$ cat src/rtl/uart_rx.sv
// UART receiver: recovers start, DBIT data bits (LSB first), optional parity and stop
// from a 16x oversampled line, delivering registered data/error flags with a done strobe.
module uart_rx #(
    parameter int DBIT    = 8,
    parameter int SB_TICK = 16
) (
    input  logic            clk,
    input  logic            reset,
    input  logic            rx,
    input  logic            s_tick,
    input  logic            parity_en,
    input  logic            parity_odd,
    output logic [DBIT-1:0] dout,
    output logic            rx_done_tick,
    output logic            frame_err,
    output logic            parity_err
);
    typedef enum logic [2:0] {IDLE, START, DATA, PARITY, STOP} state_t;

    localparam logic [4:0] S_MID  = 5'd7;
    localparam logic [4:0] S_BIT  = 5'd15;
    localparam logic [4:0] S_STOP = 5'(SB_TICK - 1);
    localparam logic [2:0] N_LAST = 3'(DBIT - 1);

    state_t          state_reg, state_next;
    logic            rx_meta_reg, rx_s_reg, rx_q_reg;
    logic [4:0]      s_reg, s_next;
    logic [2:0]      n_reg, n_next;
    logic [DBIT-1:0] b_reg, b_next;
    logic            p_reg, p_next;
    logic            par_en_reg, par_en_next;
    logic            par_odd_reg, par_odd_next;
    logic            stop_lvl_reg, stop_lvl_next;
    logic            par_mis_reg, par_mis_next;
    logic [DBIT-1:0] dout_reg, dout_next;
    logic            done_reg, done_next;
    logic            frame_err_reg, frame_err_next;
    logic            parity_err_reg, parity_err_next;
    logic            fall_edge;

    assign fall_edge = rx_q_reg & ~rx_s_reg;

    always_ff @(posedge clk) begin
        if (reset) begin
            rx_meta_reg    <= 1'b1;
            rx_s_reg       <= 1'b1;
            rx_q_reg       <= 1'b1;
            state_reg      <= IDLE;
            s_reg          <= '0;
            n_reg          <= '0;
            b_reg          <= '0;
            p_reg          <= 1'b0;
            par_en_reg     <= 1'b0;
            par_odd_reg    <= 1'b0;
            stop_lvl_reg   <= 1'b1;
            par_mis_reg    <= 1'b0;
            dout_reg       <= '0;
            done_reg       <= 1'b0;
            frame_err_reg  <= 1'b0;
            parity_err_reg <= 1'b0;
        end else begin
            rx_meta_reg    <= rx;
            rx_s_reg       <= rx_meta_reg;
            rx_q_reg       <= rx_s_reg;
            state_reg      <= state_next;
            s_reg          <= s_next;
            n_reg          <= n_next;
            b_reg          <= b_next;
            p_reg          <= p_next;
            par_en_reg     <= par_en_next;
            par_odd_reg    <= par_odd_next;
            stop_lvl_reg   <= stop_lvl_next;
            par_mis_reg    <= par_mis_next;
            dout_reg       <= dout_next;
            done_reg       <= done_next;
            frame_err_reg  <= frame_err_next;
            parity_err_reg <= parity_err_next;
        end
    end

    always_comb begin
        state_next      = state_reg;
        s_next          = s_reg;
        n_next          = n_reg;
        b_next          = b_reg;
        p_next          = p_reg;
        par_en_next     = par_en_reg;
        par_odd_next    = par_odd_reg;
        stop_lvl_next   = stop_lvl_reg;
        par_mis_next    = par_mis_reg;
        dout_next       = dout_reg;
        done_next       = 1'b0;
        frame_err_next  = frame_err_reg;
        parity_err_next = parity_err_reg;

        case (state_reg)
            IDLE: begin
                // Parity mode is frozen for the whole frame at the start edge.
                if (fall_edge) begin
                    state_next   = START;
                    s_next       = '0;
                    p_next       = 1'b0;
                    par_mis_next = 1'b0;
                    par_en_next  = parity_en;
                    par_odd_next = parity_odd;
                end
            end
            START: begin
                if (s_tick) begin
                    if (s_reg == S_MID) begin
                        if (!rx_s_reg) begin
                            state_next = DATA;
                            s_next     = '0;
                            n_next     = '0;
                        end else begin
                            state_next = IDLE;
                        end
                    end else begin
                        s_next = s_reg + 5'd1;
                    end
                end
            end
            DATA: begin
                if (s_tick) begin
                    if (s_reg == S_BIT) begin
                        b_next = {rx_s_reg, b_reg[DBIT-1:1]};
                        p_next = p_reg ^ rx_s_reg;
                        s_next = '0;
                        if (n_reg == N_LAST)
                            state_next = par_en_reg ? PARITY : STOP;
                        else
                            n_next = n_reg + 3'd1;
                    end else begin
                        s_next = s_reg + 5'd1;
                    end
                end
            end
            PARITY: begin
                if (s_tick) begin
                    if (s_reg == S_BIT) begin
                        par_mis_next = ((p_reg ^ rx_s_reg) != par_odd_reg);
                        s_next       = '0;
                        state_next   = STOP;
                    end else begin
                        s_next = s_reg + 5'd1;
                    end
                end
            end
            STOP: begin
                if (s_tick) begin
                    if (s_reg == S_MID)
                        stop_lvl_next = rx_s_reg;
                    if (s_reg == S_STOP) begin
                        state_next      = IDLE;
                        done_next       = 1'b1;
                        dout_next       = b_reg;
                        frame_err_next  = ~stop_lvl_reg;
                        parity_err_next = par_en_reg & par_mis_reg;
                    end else begin
                        s_next = s_reg + 5'd1;
                    end
                end
            end
            default: state_next = IDLE;
        endcase
    end

    assign dout         = dout_reg;
    assign rx_done_tick = done_reg;
    assign frame_err    = frame_err_reg;
    assign parity_err   = parity_err_reg;
endmodule

$ cat config.mk
export PLATFORM = sky130hd
export DESIGN_NAME = uart_rx
export DESIGN_NICKNAME = d
export VERILOG_FILES = /design/src/rtl/uart_rx.sv
export SDC_FILE = /design/constraint.sdc
export NUM_CORES = 1
export LEC_CHECK = 0
export BUFFER_PORTS_ARGS = -buffer_cell sky130_fd_sc_hd__clkbuf_2
export CAP_MARGIN = 40
export CORE_MARGIN = 4
export CORE_UTILIZATION = 50
export CTS_CLUSTER_SIZE = 16
export DETAILED_ROUTE_END_ITERATION = 7
export PLACE_DENSITY = 0.66
export SLEW_MARGIN = 0
export SYNTH_ARGS = -nofsm -noshare
export SYNTH_HDL_FRONTEND = slang
export SYNTH_SLANG_ARGS = --single-unit
$ cat constraint.sdc
create_clock -name clk -period 2.35 [get_ports clk]
set_input_delay 0.47 -clock clk [delete_from_list [all_inputs] [get_ports clk]]
set_output_delay 0.47 -clock clk [all_outputs]
set_load 0.03 [all_outputs]
==> results of run 1 <==
how the worst max path moves through the flow:
stage	startpoint	slack, ps	end
3_3_place_gp	s_reg[0]	340	s_reg[2]
6_report	s_reg[0]	220	n_reg[1]
3_5_place_dp	s_reg[0]	240	n_reg[1]
5_1_grt	s_reg[0]	10	n_reg[1]
4_1_cts	s_reg[0]	210	n_reg[1]
2_1_floorplan	s_reg[0]	350	s_reg[2]
power by group through the flow:
stage          sequential, mW  clock, mW  combinational, mW
4_1_cts                 0.785      0.468              0.534
3_5_place_dp            0.799          0              0.530
6_report                0.788      0.453              0.536
2_1_floorplan           0.737          0              0.526
5_1_grt                 0.799      0.493              0.593
3_3_place_gp            0.794          0              0.516
cell families after synthesis:
kind of cell / after synthesis
XOR/XNOR: 2
AO/OA/AOI/OAI: 46
buffers and inverters: 15
multiplexers: 5
AND/OR/NAND/NOR: 97
flip-flops: 38
adder cells (fa/ha/maj): 5
per-stage QoR:
step,util (%),power [mW],setup slack (ps),cells,hold WS (ps)
2_1_floorplan,-,1.26,354,208,389
3_3_place_gp,56.0,1.31,338,262,402
3_5_place_dp,56.0,1.33,238,262,397
4_1_cts,58.4,1.79,212,269,287
5_1_grt,58.4,1.88,10.8,269,292
6_report,58.4,1.78,218,269,308
layout make-up:
cell class	count	area share, %
multi-input cells	155	48.8
flip-flops and latches	38	38.1
repair buffers	20	5.52
well taps	46	2.89
clock buffers	6	2.57
clock inverters	1	1.51
inverters	3	0.565
layer usage:
metal | global-route usage (%) | vias up | part of all wire (%)
met1 | 23.3 | 676 | 49
met4 | 7.44 | 0 | 2.1
li1 | - | 749 | -
met3 | 5.91 | 7 | 5.7
met5 | 0 | - | 0
met2 | 27.3 | 39 | 43
synthesized netlist by cell type (3+ instances only):
master	number	area (sq um)
inv_1	3	11.3
or2_2	3	18.8
buf_6	3	33.8
a21oi_1	26	130
nand3_1	7	35.0
mux2i_1	5	50.1
dfxtp_1	38	761
nand2_1	40	150
clkbuf_1	6	22.5
ha_1	5	62.6
nand2b_1	4	25.0
nor3_1	5	25.0
buf_2	3	15.0
nor2b_1	3	18.8
nor3b_1	4	30.0
nor2_1	17	63.8
==> impl_metrics.py, run 1 <==
metrics = {
    "grt": {
        "grt_pass1_vias": 1390,
        "grt_overflow": 0,
        "antenna_found_initial": 0,
        "grt_max_degree": 40,
        "grt_pass1_wl_um": 6110,
        "grt_usage_pct": 18.0,
    },
    "cts": {
        "h-tree-depth": 2,
        "cts_resized": 0,
        "cts_tree": "done",
        "cts_inserted_buffers": 5,
        "clockRootBuffer": "clkbuf_4",
        "clock_path_buffers": 2,
        "clock-sinks": 38,
        "cts_setup_buffers": 0,
        "holdBufCountCts": 0,
        "cts.clk_slew.worst_paths_ps": 110,
        "clock_latency_ps": 340,
    },
    "die": {
        "initial_core_util_pct": 53.2,
        "die_w_um": 68.3,
        "dieArea_sq_um": 4660,
        "die_y_um": 68.3,
        "core_sq_um": 3420,
        "ioPinCount": 17,
        "rows": 21,
    },
    "worst_setup_path": {
        "r2r_slack_ps": 220,
        "path_cells": "ha_1 > nand3_1 > inv_1 > ha_1 > nand2_1 > a211o_1 > a22oi_1 > nor2_1",
        "regToRegEndpoint": "n_reg[1]",
        "critical_path_cell_count": 8,
        "max_stage_delay_ps": 390,
        "worstPathArrival_ps": 2340,
        "timing.critical_path.buf_inv": 1,
        "r2r_start": "s_reg[0]",
        "critical-path-top-delay-family": "compound AO/OA/AOI/OAI gates",
        "critPathKind": "reg2reg",
        "rr_worst_depth": 8,
        "cp-end-kind": "register",
        "required_ps": 2560,
        "critPathMostFrequentCell": "ha_1",
        "crit_path_max_fanout": 7,
        "crit_slowest_cell": "a211o_1",
        "start_kind": "register",
    },
    "placement": {
        "gp_congestion": 0.782,
        "port_buffers": 16,
        "place.detailed.hpwl_um": 2430,
        "dpl_cell_area_sq_um": 1910,
    },
    "power": {
        "vdd_drop_max_uv": 606,
        "p_clk_share_pct": 25.5,
        "p_comb_share_pct": 30.2,
        "netSwitchingFraction_pct": 33.6,
        "power.share.sequential_pct": 44.4,
        "cell_internal_pwr_mw": 1.18,
        "powerDensity_nw_per_um2": 891,
        "p_switching_mw": 0.598,
        "power.leakage_nw": 0.746,
    },
    "synth": {
        "avgSynthCellArea_sq_um": 8.73,
        "yosys.area_share.simple_pct": 29.2,
        "synth_top_family_by_area": "simple AND/OR/NAND/NOR gates",
        "synth_edf_count": 0,
        "synthCells": 208,
        "synth-seq-cells": 38,
        "synth_fa_ha_area_share_pct": 3.44,
        "synthArstFlopShare_pct": 0,
        "synth_mux_area_share_pct": 2.75,
        "ys_warn_count": 0,
        "synth-xor-area-share_pct": 0.964,
        "ys_seq_area_share_pct": 41.9,
        "synth_cell_type_count": 46,
        "syn_area_sq_um": 1820,
        "synth_ff_type": "dfxtp_1",
        "synth_compound_area_share_pct": 17.2,
        "syn_nets": 219,
    },
    "route": {
        "ant_nets": 0,
        "drc": 0,
        "avgViaCountPerCell": 5.47,
        "detail_route.first_pass.iterations": 6,
        "wl_per_cell_um": 13.1,
        "vias": 1471,
        "wl_um": 3520,
        "drt_iter0_drc": 82,
    },
    "finish": {
        "layout_commonest_cell": "nand2_1",
        "fin_area_sq_um": 1990,
        "fin_nets": 234,
        "multi_input_area_sq_um": 973,
        "final_cell_mix": "nand2_1, dfxtp_1, a21oi_1, nor2_1, clkbuf_2",
        "drive_above_1_share_pct": 19.7,
        "num_antenna_cells": 0,
        "fillCellCount": 323,
        "syn_to_final_growth_pct": 9.78,
        "seq_area_sq_um": 761,
    },
    "hold_path": {
        "hold_depth": 2,
        "hp-class": "in2reg",
        "whs_endpoint": "rx_meta_reg",
        "hp-start": "rx",
    },
    "flow_run": {
        "maxCapViolations": 0,
    },
    "timing": {
        "setup_tns_ps": 0,
        "hold_viol_final": 0,
        "worst_slew_pin_slew_ps": 749,
        "rsz0062_at_grt": "false",
        "clock.fmax_mhz": 469,
        "drv_slew": 0,
        "period_minus_slack_ps": 2130,
        "worst_clock_skew_ps": 10.4,
        "finalSetupViolCount": 0,
        "period_share_pct": 90.7,
        "maxSlewHeadroom_pct": 50.0,
    },
    "outcome": {
        "status": "completed",
    },
}
Note: power is estimated with default switching activity, not from simulation.
==> run 2, diff against run 1 <==
Settings changed: ABC_AREA from default to 1.
==> impl_metrics.py, run 2 <==
metrics = {
    "outcome": {
        "status": "completed",
    },
    "die": {
        "dieArea_sq_um": 4810,
        "ioPinCount": 17,
        "die_y_um": 69.4,
        "rows": 22,
        "initial_core_util_pct": 51.5,
        "core_sq_um": 3660,
        "die_w_um": 69.4,
    },
    "hold_path": {
        "hp-class": "in2reg",
        "hold_depth": 2,
    },
    "finish": {
        "fin_area_sq_um": 2100,
        "final_cell_mix": "nor2_1, nand2_1, dfxtp_1, inv_1",
        "syn_to_final_growth_pct": 11.2,
        "drive_above_1_share_pct": 17.4,
        "fin_nets": 298,
        "layout_commonest_cell": "nor2_1",
        "num_antenna_cells": 0,
    },
    "timing": {
        "period_share_pct": 86.2,
        "finalSetupViolCount": 0,
        "clock.fmax_mhz": 494,
        "worst_clock_skew_ps": 2.61,
        "drv_slew": 0,
        "period_minus_slack_ps": 2030,
        "rsz0062_at_grt": "false",
        "maxSlewHeadroom_pct": 59.9,
        "setup_tns_ps": 0,
        "worst_slew_pin_slew_ps": 600,
        "hold_viol_final": 0,
    },
    "synth": {
        "synth_top_area_share_pct": 40.4,
        "syn_nets": 280,
        "synthCells": 269,
        "synth_edf_count": 0,
        "synth_ff_type": "dfxtp_1",
        "ys_top_cells_by_area": "dfxtp_1, nor2_1, nand2_1, nand3_1, o21ai_0",
        "synth_cell_type_count": 30,
        "avgSynthCellArea_sq_um": 7.00,
        "synth-seq-cells": 38,
        "ys_seq_area_share_pct": 40.4,
        "syn_area_sq_um": 1880,
        "synth_most_common_cell": "nor2_1",
        "synthArstFlopShare_pct": 0,
        "synth_largest_area_cell": "dfxtp_1",
        "ys_warn_count": 0,
        "ys_top_cells_by_count": "nor2_1, nand2_1, dfxtp_1, inv_1",
    },
    "cts": {
        "cts_setup_buffers": 0,
        "cts_tree": "done",
        "h-tree-depth": 2,
        "cts_resized": 0,
        "cts.clk_slew.worst_paths_ps": 80,
        "cts_inserted_buffers": 5,
        "holdBufCountCts": 0,
        "clock_path_buffers": 2,
        "clock-sinks": 38,
        "clockRootBuffer": "clkbuf_8",
        "clock_latency_ps": 290,
    },
    "route": {
        "detail_route.first_pass.iterations": 4,
        "drc": 0,
        "ant_nets": 0,
        "drt_iter0_drc": 99,
        "wl_per_cell_um": 11.6,
        "vias": 1691,
        "avgViaCountPerCell": 5.03,
        "wl_um": 3910,
    },
    "power": {
        "power.leakage_nw": 0.997,
        "vdd_drop_max_uv": 586,
        "powerDensity_nw_per_um2": 1160,
    },
    "worst_setup_path": {
        "worstPathArrival_ps": 2210,
        "r2r_slack_ps": 320,
        "rr_worst_depth": 9,
        "required_ps": 2530,
        "critPathKind": "reg2reg",
        "cp-end-kind": "register",
        "start_kind": "register",
        "crit_path_max_fanout": 12,
    },
    "grt": {
        "grt_max_degree": 24,
        "grt_overflow": 0,
        "grt_pass1_wl_um": 6890,
        "antenna_found_initial": 0,
        "grt_pass1_vias": 1557,
        "grt_usage_pct": 17.3,
    },
    "placement": {
        "port_buffers": 16,
        "gp_congestion": 0.913,
        "place.detailed.hpwl_um": 2850,
        "dpl_cell_area_sq_um": 2000,
    },
    "flow_run": {
        "maxCapViolations": 0,
    },
}
-- run 2: cell families (layout without fill, tap and decap cells) --
family                     count (synthesis)  after routing  synth area share [%]
xor gates and xnor gates                   2              2                 0.930
DFF                                       38             38                  40.4
adders and majority gates                  5              5                  3.32
and+or+nand+nor                          152            152                  37.2
AOI/OAI and AO/OA                         41             41                  11.6
buffers and inverters                     31             50                  6.64
-- run 2: area by class of cell --
cell class              instances  area, sq um
fillers                       398         1570
multi-input cells             200          998
flip-flops and latches         38          761
inverters                      25         93.8
repair buffers                 17         87.6
clock buffers                   6         82.6
well taps                      48         60.1
clock inverters                 2         12.5
-- run 2: metrics by stage --
| step | total power [mW] | hold slack (ps) | util [%] | instances | worst slack (ps) |
|---|---|---|---|---|---|
| floorplan | 1.80 | 389 | - | 269 | 716 |
| finish | 2.44 | 360 | 57.2 | 336 | 324 |
| global route | 2.68 | 347 | 57.2 | 336 | 51.8 |
| CTS | 2.47 | 352 | 57.2 | 336 | 332 |
| detailed placement | 1.99 | 397 | 54.6 | 328 | 340 |
| global placement | 1.99 | 392 | 54.6 | 328 | 403 |
-- run 2: path summary, 6_finish.rpt --
path,from,to
max,s_reg[0],dout[3]
min,rx,rx_meta_reg
max reg2reg,s_reg[0],dout[3]
min reg2reg,rx_meta_reg,rx_s_reg
-- run 2: worst max-delay path, cell delays in order, from the launching register on --
cell	delay, ps
dfxtp_1	370
ha_1	190
nand2_1	80
nor2_1	130
ha_1	300
nand2_1	120
nor2_2	390
inv_2	180
nor2_1	120
nor2_1	60
-- run 2: routing by layer --
layer	track usage, %	wire [um]	part of all wire, %
met3	5.07	143	3.7
met4	5.64	54	1.4
met2	29.1	1870	48
met1	21.1	1840	47
met5	0	0	0
-- run 2: report_power, final --
part,internal [mW],switching (mW),total [mW]
Sequential,0.742,0.115,0.857
Combinational,0.405,0.711,1.12
Clock,0.236,0.232,0.468
Total,1.38,1.06,2.44
==> run 3, diff against run 2 <==
==> constraint.sdc (replaced) <==
create_clock -name clk -period 2.35 [get_ports clk]
set_input_delay 0.1175 -clock clk [delete_from_list [all_inputs] [get_ports clk]]
set_output_delay 0.1175 -clock clk [all_outputs]
set_load 0.03 [all_outputs]
==> impl_metrics.py, run 3 (same netlist as run 2, synthesis figures left out) <==
metrics = {
    "cts": {
        "h-tree-depth": 2,
        "cts_resized": 0,
        "cts_inserted_buffers": 5,
        "cts_setup_buffers": 0,
        "clock_latency_ps": 290,
        "clockRootBuffer": "clkbuf_8",
        "clock_path_buffers": 2,
        "holdBufCountCts": 0,
        "clock-sinks": 38,
        "cts_tree": "done",
        "cts.clk_slew.worst_paths_ps": 80,
    },
    "timing": {
        "period_share_pct": 88.0,
        "worst_clock_skew_ps": 4.68,
        "clock.fmax_mhz": 483,
        "rsz0062_at_grt": "false",
        "fin_hold_ws_ps": 7.45,
        "setup_tns_ps": 0,
        "hold_viol_final": 0,
        "period_minus_slack_ps": 2070,
        "worst_slew_pin_slew_ps": 823,
        "maxSlewHeadroom_pct": 45.1,
        "finalSetupViolCount": 0,
        "drv_slew": 0,
    },
    "die": {
        "core_sq_um": 3660,
        "ioPinCount": 17,
        "initial_core_util_pct": 51.5,
        "rows": 22,
        "die_w_um": 69.4,
        "die_y_um": 69.4,
        "dieArea_sq_um": 4810,
    },
    "grt": {
        "grt_pass1_vias": 1523,
        "grt.busiest_layer": "met2",
        "grt_use_met2_pct": 29.2,
        "grt_pass1_wl_um": 6750,
        "gr-usage-met1_pct": 21.2,
        "grt_max_degree": 30,
        "grt_overflow": 0,
        "use_met3_pct": 3.62,
        "antenna_found_initial": 0,
        "grt_usage_pct": 17.3,
    },
    "finish": {
        "final_cell_mix": "nor2_1, nand2_1, dfxtp_1, inv_1",
        "fillCellCount": 363,
        "layoutNonFillerInstCount": 335,
        "drive_above_1_share_pct": 17.1,
        "num_antenna_cells": 0,
        "syn_to_final_growth_pct": 10.8,
        "multi_input_area_sq_um": 998,
        "fin_nets": 297,
        "seq_area_sq_um": 761,
        "layout_commonest_cell": "nor2_1",
    },
    "worst_setup_path": {
        "timing.critical_path.buf_inv": 1,
        "max_stage_delay_ps": 400,
        "critPathKind": "reg2reg",
        "required_ps": 2530,
        "critical-path-top-delay-family": "simple AND/OR/NAND/NOR gates",
        "worstPathArrival_ps": 2250,
        "r2r_slack_ps": 280,
        "path_cells": "ha_1 > nand2_1 > nor2_1 > ha_1 > nand2_1 > nor2_2 > inv_2 > nor2_1 > nor2_1",
        "critPathMostFrequentCell": "nor2_1",
        "cp-end-kind": "register",
        "crit_path_max_fanout": 12,
        "crit_slowest_cell": "nor2_2",
        "start_kind": "register",
    },
    "placement": {
        "gp_congestion": 0.926,
        "dp_cells": 327,
        "port_buffers": 16,
        "place.detailed.hpwl_um": 2870,
    },
    "route": {
        "wl_um": 3980,
        "avgViaCountPerCell": 5.06,
        "drt_iter0_drc": 70,
        "wl_per_cell_um": 11.9,
        "ant_nets": 0,
        "detail_route.first_pass.iterations": 4,
        "vias": 1696,
        "drc": 0,
    },
    "power": {
        "powerDensity_nw_per_um2": 1170,
        "power.leakage_nw": 0.992,
        "vdd_drop_max_uv": 524,
    },
    "flow_run": {
        "maxCapViolations": 0,
    },
    "hold_path": {
        "hp-class": "in2reg",
    },
    "outcome": {
        "status": "completed",
    },
}
## run 3: per-layer routing
layer | share of wire (%) | vias to the layer above
met5 | 0 | -
li1 | - | 890
met2 | 49 | 39
met4 | 1.8 | 0
met1 | 46 | 761
met3 | 3.5 | 6
## run 3: layout make-up
cell class,count,share of cell area (%)
well taps,48,2.88
flip-flops and latches,38,36.4
clock buffers,6,3.95
repair buffers,16,3.83
clock inverters,2,0.599
inverters,25,4.49
multi-input cells,200,47.8
## run 3: worst paths after layout
path | startpoint | end | cells past startpoint
worst max register to register | s_reg[0] | dout[1] | 9
worst min register to register | rx_meta_reg | rx_s_reg | 1
worst max-delay path | s_reg[0] | dout[1] | 9
worst min-delay path | rx | rx_meta_reg | 2
## run 3: power by group
| group | leakage [nW] | switching, mW | total, mW | internal [mW] |
|---|---|---|---|---|
| combinational | 0.636 | 0.715 | 1.12 | 0.403 |
| sequential | 0.309 | 0.116 | 0.858 | 0.742 |
| clock | 0.0472 | 0.235 | 0.470 | 0.236 |
## run 3: metrics by stage
| step | utilization, % | power [mW] | setup slack (ps) | area, sq um |
|---|---|---|---|---|
| 3_3_place_gp | 54.4 | 1.99 | 391 | 1990 |
| 5_1_grt | 57.0 | 2.68 | 51.5 | 2090 |
| 3_5_place_dp | 54.4 | 1.99 | 299 | 1990 |
| 6_report | 57.0 | 2.45 | 281 | 2090 |
| 2_1_floorplan | - | 1.80 | 716 | 1880 |
| 4_1_cts | 57.0 | 2.47 | 301 | 2090 |
